File: src/rtl/pal_cfg_loader.sv
`default_nettype none
// ============================================================================
// Module      : pal_cfg_loader
// Description : Byte-to-serial configuration sequencer for the PAL fabric's
//               serial config chain. Bytes arrive over a valid/ready handshake
//               and are shifted LSB-first into the chain, one bit per clock.
//               Completion, stall timeout and explicit abort are tracked.
// Revision    : 1.0 - initial release
// ============================================================================
module pal_cfg_loader #(
    parameter  int N        = 8,
    parameter  int M        = 4,
    parameter  int P        = 14,
    parameter  int TIMEOUT  = 1024,
    localparam int CFG_BITS = 2*N*P + P*M,
    localparam int CW       = $clog2(CFG_BITS + 1)
) (
    input  logic          clk,
    input  logic          res_n,
    input  logic          start,
    input  logic          abort,
    input  logic [7:0]    in_data,
    input  logic          in_valid,
    output logic          in_ready,
    output logic          cfg_bit,
    output logic          cfg_shift,
    output logic          busy,
    output logic          done,
    output logic          err,
    output logic [CW-1:0] bit_count
);

    localparam int TW = (TIMEOUT > 1) ? $clog2(TIMEOUT) : 1;

    localparam logic [CW-1:0] C_CFG_BITS = CW'(CFG_BITS);
    localparam logic [TW-1:0] C_TMO_LAST = TW'(TIMEOUT - 1);

    typedef enum logic [2:0] {
        S_IDLE  = 3'd0,
        S_LOAD  = 3'd1,
        S_SHIFT = 3'd2,
        S_DONE  = 3'd3,
        S_ERR   = 3'd4
    } state_t;

    state_t        r_state;
    state_t        w_state_next;
    logic [7:0]    r_sr;
    logic [7:0]    w_sr_next;
    logic [3:0]    r_nb;
    logic [3:0]    w_nb_next;
    logic [TW-1:0] r_tmo;
    logic [TW-1:0] w_tmo_next;
    logic [CW-1:0] r_bit_count;
    logic [CW-1:0] w_bc_next;
    logic [CW-1:0] w_bc_inc;
    logic          r_done;
    logic          w_done_next;
    logic          r_err;
    logic          w_err_next;
    logic          r_cfg_shift;
    logic          w_cfg_shift_next;
    logic          r_cfg_bit;
    logic          w_cfg_bit_next;
    logic [31:0]   w_remain;
    logic [3:0]    w_nb_load;

    // Bits still owed to the chain; the last byte may carry fewer than 8.
    assign w_remain  = 32'(CFG_BITS) - 32'(r_bit_count);
    assign w_nb_load = (w_remain >= 32'd8) ? 4'd8 : w_remain[3:0];
    assign w_bc_inc  = r_bit_count + CW'(1);

    // Next-state and datapath decisions; abort overrides everything at the end.
    always_comb begin
        w_state_next = r_state;
        w_sr_next    = r_sr;
        w_nb_next    = r_nb;
        w_tmo_next   = r_tmo;
        w_bc_next    = r_bit_count;
        w_done_next  = r_done;
        w_err_next   = r_err;

        case (r_state)
            S_IDLE, S_DONE, S_ERR: begin
                if (start) begin
                    w_state_next = S_LOAD;
                    w_bc_next    = '0;
                    w_done_next  = 1'b0;
                    w_err_next   = 1'b0;
                    w_tmo_next   = '0;
                end
            end
            S_LOAD: begin
                if (in_valid) begin
                    w_sr_next    = in_data;
                    w_nb_next    = w_nb_load;
                    w_tmo_next   = '0;
                    w_state_next = S_SHIFT;
                end else if (r_tmo == C_TMO_LAST) begin
                    w_state_next = S_ERR;
                    w_err_next   = 1'b1;
                end else begin
                    w_tmo_next   = r_tmo + TW'(1);
                end
            end
            S_SHIFT: begin
                w_sr_next = {1'b0, r_sr[7:1]};
                w_nb_next = r_nb - 4'd1;
                w_bc_next = w_bc_inc;
                if (r_nb == 4'd1) begin
                    if (w_bc_inc == C_CFG_BITS) begin
                        w_state_next = S_DONE;
                        w_done_next  = 1'b1;
                    end else begin
                        w_state_next = S_LOAD;
                    end
                end
            end
            default: begin
                w_state_next = S_IDLE;
            end
        endcase

        if (abort) begin
            w_state_next = S_IDLE;
            w_sr_next    = r_sr;
            w_nb_next    = r_nb;
            w_tmo_next   = '0;
            w_bc_next    = r_bit_count;
            w_done_next  = 1'b0;
            w_err_next   = 1'b0;
        end

        // Chain strobe and data are registered so they line up with SHIFT.
        w_cfg_shift_next = (w_state_next == S_SHIFT);
        w_cfg_bit_next   = (w_state_next == S_SHIFT) & w_sr_next[0];
    end

    // State and datapath registers; async reset drops the chain strobe at once.
    always_ff @(posedge clk or negedge res_n) begin
        if (!res_n) begin
            r_state     <= S_IDLE;
            r_sr        <= '0;
            r_nb        <= '0;
            r_tmo       <= '0;
            r_bit_count <= '0;
            r_done      <= 1'b0;
            r_err       <= 1'b0;
            r_cfg_shift <= 1'b0;
            r_cfg_bit   <= 1'b0;
        end else begin
            r_state     <= w_state_next;
            r_sr        <= w_sr_next;
            r_nb        <= w_nb_next;
            r_tmo       <= w_tmo_next;
            r_bit_count <= w_bc_next;
            r_done      <= w_done_next;
            r_err       <= w_err_next;
            r_cfg_shift <= w_cfg_shift_next;
            r_cfg_bit   <= w_cfg_bit_next;
        end
    end

    assign in_ready  = (r_state == S_LOAD);
    assign busy      = (r_state == S_LOAD) || (r_state == S_SHIFT);
    assign cfg_shift = r_cfg_shift;
    assign cfg_bit   = r_cfg_bit;
    assign done      = r_done;
    assign err       = r_err;
    assign bit_count = r_bit_count;

endmodule
`default_nettype wire

File: config.mk
export PLATFORM = sky130hd
export DESIGN_NAME = pal_cfg_loader
export DESIGN_NICKNAME = d
export VERILOG_FILES = /design/src/rtl/pal_cfg_loader.sv
export SDC_FILE = /design/constraint.sdc
export NUM_CORES = 1
export LEC_CHECK = 0
export CELL_PAD_IN_SITES_DETAIL_PLACEMENT = 1
export CELL_PAD_IN_SITES_GLOBAL_PLACEMENT = 2
export CORE_AREA = 10 10 91 93
export CTS_CLUSTER_SIZE = 10
export DETAILED_ROUTE_END_ITERATION = 12
export DIE_AREA = 0 0 101 103
export PLACE_DENSITY_LB_ADDON = 0.1
export SYNTH_ARGS = -nofsm -noshare
export SYNTH_HDL_FRONTEND = slang
export SYNTH_SLANG_ARGS = --single-unit
File: constraint.sdc
create_clock -name clk -period 2.8 [get_ports clk]
set_clock_uncertainty 0.15 [all_clocks]
set_input_delay 0.84 -clock clk [delete_from_list [all_inputs] [get_ports clk]]
set_output_delay 0.84 -clock clk [all_outputs]
set_load 0.05 [all_outputs]
# [Word level (Yosys, flattened, before mapping)]
# Cells that the tools add are included.
[totals] regBits=38 inputBits=13 output_inout_bits=15 wordCells=74
[op_classes] n_addsub=4 n_lt_le_gt_ge=1 n_eq_ne=16 n_mux=29 n_bitwise=2 n_reduce_logical=12
[ops] operator="two-way mux 10 bit" count=4
[ops] operator="greater-or-equal comparator 32 x 4 -> 1 bit (second input constant)" count=1
[ops] operator="case mux 10 bit (2 select lines)" count=1
[ops] operator="case mux 9 bit (2 select lines)" count=1
[ops] operator="case mux 8 bit (2 select lines)" count=1
[ops] operator="two-way mux 3 bit" count=5
[ops] operator="!= test 3 bit (second input constant)" count=4
[ops] operator="adder 10 x 1 -> 10 bit (second input constant)" count=1
[ops] operator="== test 10 bit (second input constant)" count=1
[ops] operator="subtractor 9 x 9 -> 10 bit (first input constant)" count=1
[ops] operator="adder 9 x 1 -> 9 bit (second input constant)" count=1
[ops] operator="== test 3 x 2 -> 1 bit (second input constant)" count=3
[ops] operator="== test 9 bit (second input constant)" count=1
[ops] operator="two-way mux 9 bit" count=1
[ops] operator="case mux 3 bit (3 select lines)" count=1
[ops] operator="AND reduction 3 bit" count=3
[ops] operator="two-way mux 1 bit" count=8
[ops] operator="two-way mux 4 bit" count=2
[ops] operator="two-way mux 8 bit" count=1
[ops] operator="case mux 4 bit (2 select lines)" count=1
[ops] operator="AND reduction 4 bit" count=2
[ops] operator="nonzero test 3 bit" count=2
[ops] operator="== test 4 x 1 -> 1 bit (second input constant)" count=1
[ops] operator="!= test 2 bit (second input constant)" count=2
[ops] operator="13 further kinds" count=15

# [Logic depth before layout (Yosys ltp)]
# Gate-level depths: netlist of run 1.
[depth] depth_word=8 ltp_mapped=7 depth_no_buf=6

# [Least setup slack after synthesis of run 1]
# OpenSTA, ideal clock, no wires.
[synth_timing] path_kind="reg-to-output" from="reg r_state[1]" to="out busy" arrival_time_ps=1835 t_required_ps=1810 setup_slack_ps=-25 path_stages_with_launch=4 cell_sequence="dfrtp_1 > buf_4 > nand2b_1 > o21ai_0"
[synth_via] elab_chain_cells=2 elab_cells_between_ends=3
[synth_lines] item="from (decl)" line="46" source="state_t r_state;"
[synth_lines] item="from (signal assigned)" line="152" source="r_state <= w_state_next;"
[synth_lines] item="== test 3 x 1 -> 1 bit or == test 3 x 2 -> 1 bit (tied branches)" line="165" source="assign busy = (r_state == S_LOAD) || (r_state == S_SHIFT);"
[synth_lines] item="logical OR 1 bit *" line="165"
[synth_lines] item="to (decl)" line="27" source="output logic busy,"
# Every way passes the cells marked *; elsewhere a longest branch is shown, timed or not.

# [Worst setup path after layout of run 1]
[layout_timing] from="reg r_bit_count[3] (netlist: bit_count[3])" to="out bit_count[3]"
[layout_lines] item="from (decl)" line="54" source="logic [CW-1:0] r_bit_count;"
[layout_lines] item="from (signal assigned)" line="156" source="r_bit_count <= w_bc_next;"
[layout_lines] item="to (decl)" line="30" source="output logic [CW-1:0] bit_count"
# No word-level cell between the ends.

==> results.txt, run 1 <==
Clock Tree Root: clkbuf_8
Initial DRC count: 71
Worst Path Arrival: 1690 ps
Final period utilization: 95.75%
Synth async-reset ratio: 100.0%
Post-synth top area share: 39.50%
Setup_tns: 0 ps
Worst Setup End Kind: primary output
Reg clk slew, reported paths: 80 ps
Crit path from: bit_count[3]
Antenna violations before repair: 0
Synth Area in Compound Gates: 24.12%
Die Area: 10400 µm²
Wire length on met3: 281 µm
Area of the multi-input gates: 1306 µm²
Vias in the first global route: 2195
CTS sink count: 38
Worst vdd ir: 0.2730 mV
Tmin final: 2681 ps
Gr ovfl total: 0
# rows: 30
Final WL: 6648 µm
Placed inst area: 2823 µm²
Max Used Layer: met4
TritonCTS clock tree: yes
Hold WC Path Type: reg -> reg
I/O pin count: 28
Post-synth top area cell: dfrtp_1
Worst hold margin: 336.9 ps
Syn Nets: 275
Power share of the clock group: 25.7%
Switch share: 34.50%
Htree depth: 2
Mux share of post-synthesis cell area: 2.599%
Slew margin rel.: 64.36%
DRT Pass-1 Iters: 4
Wire length per cell: 17.87 µm
F_max: 0.3730 GHz
Static Leakage: 1.154 nW
IO Port Bufs: 27
#FFs+latches synth: 38
Number of gates resized after cts: 0
Buf/Inv on CP: 1
Die Span X: 101 µm
Netlist cell types: 62
Setup Crit Path Kind: reg -> out
Cell chain of the critical path: clkdlybuf4s50_1
Metal2 WL: 3179 µm
Seq/Total Area, Yosys: 39.50%
Top-count cell post-synth: dfrtp_1
Gp weighted congestion: 0.7678
DRC: 0
Vias: 2135
Max cap viols: 0
Final ANT Viol Nets: 0
Sequential share of power: 43.8%
CTS hold repair buffers: 0
Filler Cell Count: 758
Layout cell share with drive strength beyond 1: 14.73%
Routed met1 length: 3119 µm
CP peak stage delay: 870 ps
Critical path peak fanout: 9
Fin area: 2914 µm²
Sequential cell area: 950.9 µm²
Maximum clock insertion buffer count: 2
Synth cell count leaders: 38 x dfrtp_1, 25 x nand2_1, 18 x o21ai_0, 14 x a21oi_1, 13 x nor2_1
Vias per cell: 5.739
Synth warn: 0
Crit-path leading delay family: buffers and inverters
Comb power frac: 30.5%
Global-route wire length before repair: 11580 µm
Core ar.: 6569 µm²
# diodes: 0
# Post-CTS Setup Buffers: 0
Layout area overhead: 21.05%
EDFF count, synth: 0
GR Util All Layers: 13.51%
RSZ-0062 raised after global routing: no
Final setup fails: 0
Synthesized area per cell: 9.404 µm²
Slew Limit Fails: 0
Synthesized instance count: 256
CP Launch Type: flip-flop
Worst-Skew Late Latency: 290 ps
Final Hold Fails: 0
Critical path data required time: 1810 ps
Syn Std Cell Area: 2407 µm²
Top FF cell, synth: dfrtp_1
Slew @ Worst Pin: 534.6 ps
Critical Path Slowest Stage Cell: clkdlybuf4s50_1
Nets: 310
Synth Area in XOR/XNOR: 0.7277%
Largest net degree at the start of global routing: 39
Post-Synth Simple-Gate Area: 23.70%
Power Density: 537.6 nW/µm²
Die height: 103 µm
TritonCTS Buffers: 5
Hpwl dp: 4825 µm
Switch Pwr: 0.5404 mW
Outcome: complete, no violations
Int Power: 1.026 mW
Adder-Cell Fraction of Synth Area: 3.119%
Reg2reg start: r_tmo[0]
Main combinational cell family by area after synthesis: compound AO/OA/AOI/OAI gates
Initial Utilization: 36.65%
Min-delay src: r_sr[0]
Largest cells by area after synthesis: dfrtp_1 40%, nand2_1 3.9%, o21ai_0 3.7%
## metrics by stage
step / total power [mW] / utilization [%] / cells / setup slack (ps)
floorplan: 1.005 / - / 256 / 195.0
global placement: 1.168 / 42.97 / 364 / 161.6
finish: 1.567 / 44.36 / 372 / 119.0
CTS: 1.593 / 44.36 / 372 / 92.61
detailed placement: 1.181 / 42.97 / 364 / 99.78
global route: 1.686 / 44.36 / 372 / 18.40
## cells in the final DEF, fill, tap and decap left out, drive strengths merged, types with 5 or more instances in the layout
master / instances
a21oi: 14
o31ai: 8
or4: 5
clkbuf: 7
clkdlybuf4s50: 24
dfrtp: 38
nand2: 25
inv: 10
nand3: 8
mux2i: 5
o21ai: 20
a22oi: 7
nor2: 14
a221oi: 5
buf: 22
ha: 6
## kinds of logic after synthesis
family,count (synthesis)
xor gates and xnor gates,2
buffers and inverters,28
DFF,38
and+or+nand+nor,96
adders and majority gates,6
AOI/OAI and AO/OA,81
muxes,5
## flip-flops by register name, indices dropped and copies added (netlist names)
name	flops
bit_count	9
r_sr	8
r_tmo	10
err	1
r_state	3
r_nb	4
cfg_bit	1
cfg_shift	1
done	1
## power groups by stage
stage | combinational [mW] | clock [mW] | sequential (mW)
final | 0.478 | 0.403 | 0.686
after global routing | 0.540 | 0.445 | 0.701
after CTS | 0.488 | 0.418 | 0.687
after detailed placement | 0.485 | 0 | 0.696
after global placement | 0.477 | 0 | 0.692
after floorplan | 0.291 | 0 | 0.714
## metal layers
| layer | up-vias | GRT usage, % |
|---|---|---|
| met4 | 0 | 3.537 |
| li1 | 1027 | - |
| met5 | - | 0 |
| met1 | 1070 | 17.67 |
| met2 | 33 | 22.06 |
| met3 | 5 | 2.882 |
## final timing paths
| check | to | slack (ps) | cells after the start |
|---|---|---|---|
| min reg2reg | r_sr[0] | 340 | 1 |
| min in group asynchronous | bit_count[0] | 440 | 2 |
| max reg2reg | r_tmo[3] | 740 | 5 |
| max | bit_count[3] | 120 | 1 |
| max in group asynchronous | cfg_bit | 1670 | 2 |
| min | r_sr[0] | 340 | 1 |
## final cells by class
| class | count | area share, % |
|---|---|---|
| Clock inverter | 1 | 0.1717 |
| Multi-Input combinational cell | 190 | 44.83 |
| Tap cell | 80 | 3.435 |
| Sequential cell | 38 | 32.63 |
| Clock buffer | 7 | 2.963 |
| Timing Repair Buffer | 46 | 14.68 |
| Inverter | 10 | 1.288 |
(Power assumes the default switching activity.)
==> inputs of run 2 (changes only) <==
--- a/config.mk
+++ b/config.mk
@@ -7,10 +7,11 @@
 export LEC_CHECK = 0
 export CELL_PAD_IN_SITES_DETAIL_PLACEMENT = 1
 export CELL_PAD_IN_SITES_GLOBAL_PLACEMENT = 2
-export CORE_AREA = 10 10 91 93
+export CORE_AREA = 10 10 90 92
+export CTS_BUF_LIST = sky130_fd_sc_hd__clkbuf_8
 export CTS_CLUSTER_SIZE = 10
 export DETAILED_ROUTE_END_ITERATION = 12
-export DIE_AREA = 0 0 101 103
+export DIE_AREA = 0 0 100 102
 export PLACE_DENSITY_LB_ADDON = 0.1
 export SYNTH_ARGS = -nofsm -noshare
 export SYNTH_HDL_FRONTEND = slang
==> results.txt, run 2 (synthesis gave the netlist of run 1 again) <==
Number of gates resized after cts: 0 (unchanged)
GR Util All Layers: 13.49% (-0.024 points)
Vias in the first global route: 2259 (+2.9%)
DRT Pass-1 Iters: 4 (unchanged)
Buf/Inv on CP: 1 (unchanged)
Most flops, register: r_tmo
TritonCTS clock tree: yes
Max cap viols: 0 (unchanged)
# Post-CTS Setup Buffers: 0 (unchanged)
Worst Setup End Kind: primary output
Global-route wire length before repair: 11330 µm (-2.2%)
Setup_tns: 0 ps (unchanged)
Maximum clock insertion buffer count: 2 (unchanged)
Slew @ Worst Pin: 776.6 ps (+242.0 ps)
DP Worst Slack: 87.14 ps (-12.64 ps)
Cell chain of the critical path: clkdlybuf4s50_1
Cells after DPL: 357 (-1.9%)
Critical path peak fanout: 9 (unchanged)
Worst Path Arrival: 1690 ps (about the same)
Final period utilization: 95.77% (about the same)
Nets: 306 (-1.3%)
Met2 Use GR: 24.24% (+2.2 points)
Die Span X: 100 µm (-0.99%)
Vias: 2109 (-1.2%)
Die Area: 10200 µm² (-2.0%)
Final WL: 6568 µm (-1.2%)
Die height: 102 µm (-0.97%)
Gp weighted congestion: 0.7690 (+0.16%)
Final setup fails: 0 (unchanged)
Final ANT Viol Nets: 0 (unchanged)
Power Density: 538.9 nW/µm² (+0.24%)
GR peak layer: met2
F_max: 0.3729 GHz (about the same)
CP peak stage delay: 870 ps (about the same)
Most frequent cells in the layout: 38 x dfrtp_1, 25 x nand2_1, 23 x clkdlybuf4s50_1
Commonest non-fill, non-tap cell in the layout: dfrtp_1
Initial Utilization: 38.35% (+1.7 points)
DRC: 0 (unchanged)
Largest register FFs: 10 (unchanged)
IO Port Bufs: 27 (unchanged)
Reg clk slew, reported paths: 80 ps (about the same)
# diodes: 0 (unchanged)
I/O pin count: 28 (unchanged)
Crit-path leading delay family: buffers and inverters
RSZ-0062 raised after global routing: no
Final Hold Fails: 0 (unchanged)
Tmin final: 2682 ps (+0.6210 ps)
Setup Crit Path Kind: reg -> out
Htree depth: 2 (unchanged)
Vias per cell: 5.778 (+0.68%)
Gr ovfl total: 0 (unchanged)
# rows: 29 (-3.3%)
Slew margin rel.: 48.12% (-16 points)
CP Launch Type: flip-flop
Clock Tree Root: clkbuf_8
Critical path data required time: 1810 ps (about the same)
Layout area overhead: 20.06%
Slew Limit Fails: 0 (unchanged)
CTS sink count: 38 (unchanged)
Final non-filler cell total: 365 (-1.9%)
Static Leakage: 1.144 nW (-0.90%)
Core ar.: 6277 µm² (-4.4%)
Final setup margin: 118.4 ps (-0.6210 ps)
Initial DRC count: 52 (-27%)
Hold WC Path Type: reg -> reg
GRT met3 Usage: 2.901% (+0.019 points)
Largest net degree at the start of global routing: 26 (-33%)
Wire length per cell: 17.99 µm (+0.69%)
CTS hold repair buffers: 0 (unchanged)
Outcome: complete, no violations
Layout cell share with drive strength beyond 1: 13.89% (-0.84 points)
Worst vdd ir: 0.3007 mV (+10%)
Hpwl dp: 4844 µm (+0.39%)
Met1 Use GR: 15.89% (-1.8 points)
Antenna violations before repair: 0 (unchanged)
Worst-Skew Late Latency: 300 ps (about the same)
TritonCTS Buffers: 5 (unchanged)
Critical Path Slowest Stage Cell: clkdlybuf4s50_1
run 2: cell types whose count changed in the layout (fill, tap and decap cells not counted), sizes merged:
cell / delta
buf: -3
clkbuf: -1
clkdlybuf4s50: -1
inv: +1
run 2: metrics by stage:
stage	hold slack (ps)	power [mW]	utilization, %	area [µm²]
4_1_cts	344.7	1.580	46.04	2890
5_1_grt	373.0	1.665	46.04	2890
6_report	343.1	1.558	46.04	2890
3_3_place_gp	318.3	1.156	44.59	2799
3_5_place_dp	325.2	1.164	44.59	2799
2_1_floorplan	298.2	1.005	-	2407
run 2: final timing paths:
kind	slack (ps)	depth (start not counted)	to	start
max in group asynchronous	1660	2	bit_count[5]	res_n
worst min-delay path	340	2	r_sr[3]	r_sr[3]
min in group asynchronous	350	1	r_sr[7]	res_n
worst max-delay path	120	1	bit_count[3]	bit_count[3]
worst max register to register	710	5	r_tmo[5]	r_tmo[0]
worst min register to register	340	2	r_sr[3]	r_sr[3]
run 2: per-layer routing:
metal,part of all wire [%],up-vias
met4,1.1,0
met5,0,-
met2,51,24
met3,3.3,7
li1,-,1021
met1,45,1057
run 2: final cells by class:
class / instances / area (µm²)
flip-flops and latches: 38 / 950.9
fillers: 715 / 3387
clock inverters: 2 / 8.758
repair buffers: 42 / 407.9
inverters: 10 / 37.54
well taps: 77 / 96.34
clock buffers: 6 / 82.58
multi-input cells: 190 / 1306
run 2: report_power, final:
part | switching, mW | internal, mW
clock network | 0.211 | 0.196
registers | 0.0671 | 0.629
logic | 0.267 | 0.188
total | 0.545 | 1.01
==> inputs of run 3 (changes only) <==
--- a/config.mk
+++ b/config.mk
@@ -12,6 +12,7 @@
 export CTS_CLUSTER_SIZE = 10
 export DETAILED_ROUTE_END_ITERATION = 12
 export DIE_AREA = 0 0 100 102
+export HOLD_SLACK_MARGIN = 0.03
 export PLACE_DENSITY_LB_ADDON = 0.1
 export SYNTH_ARGS = -nofsm -noshare
 export SYNTH_HDL_FRONTEND = slang
==> results of run 3 <==
Final layout, timing and power as in run 2 (identical DEF).
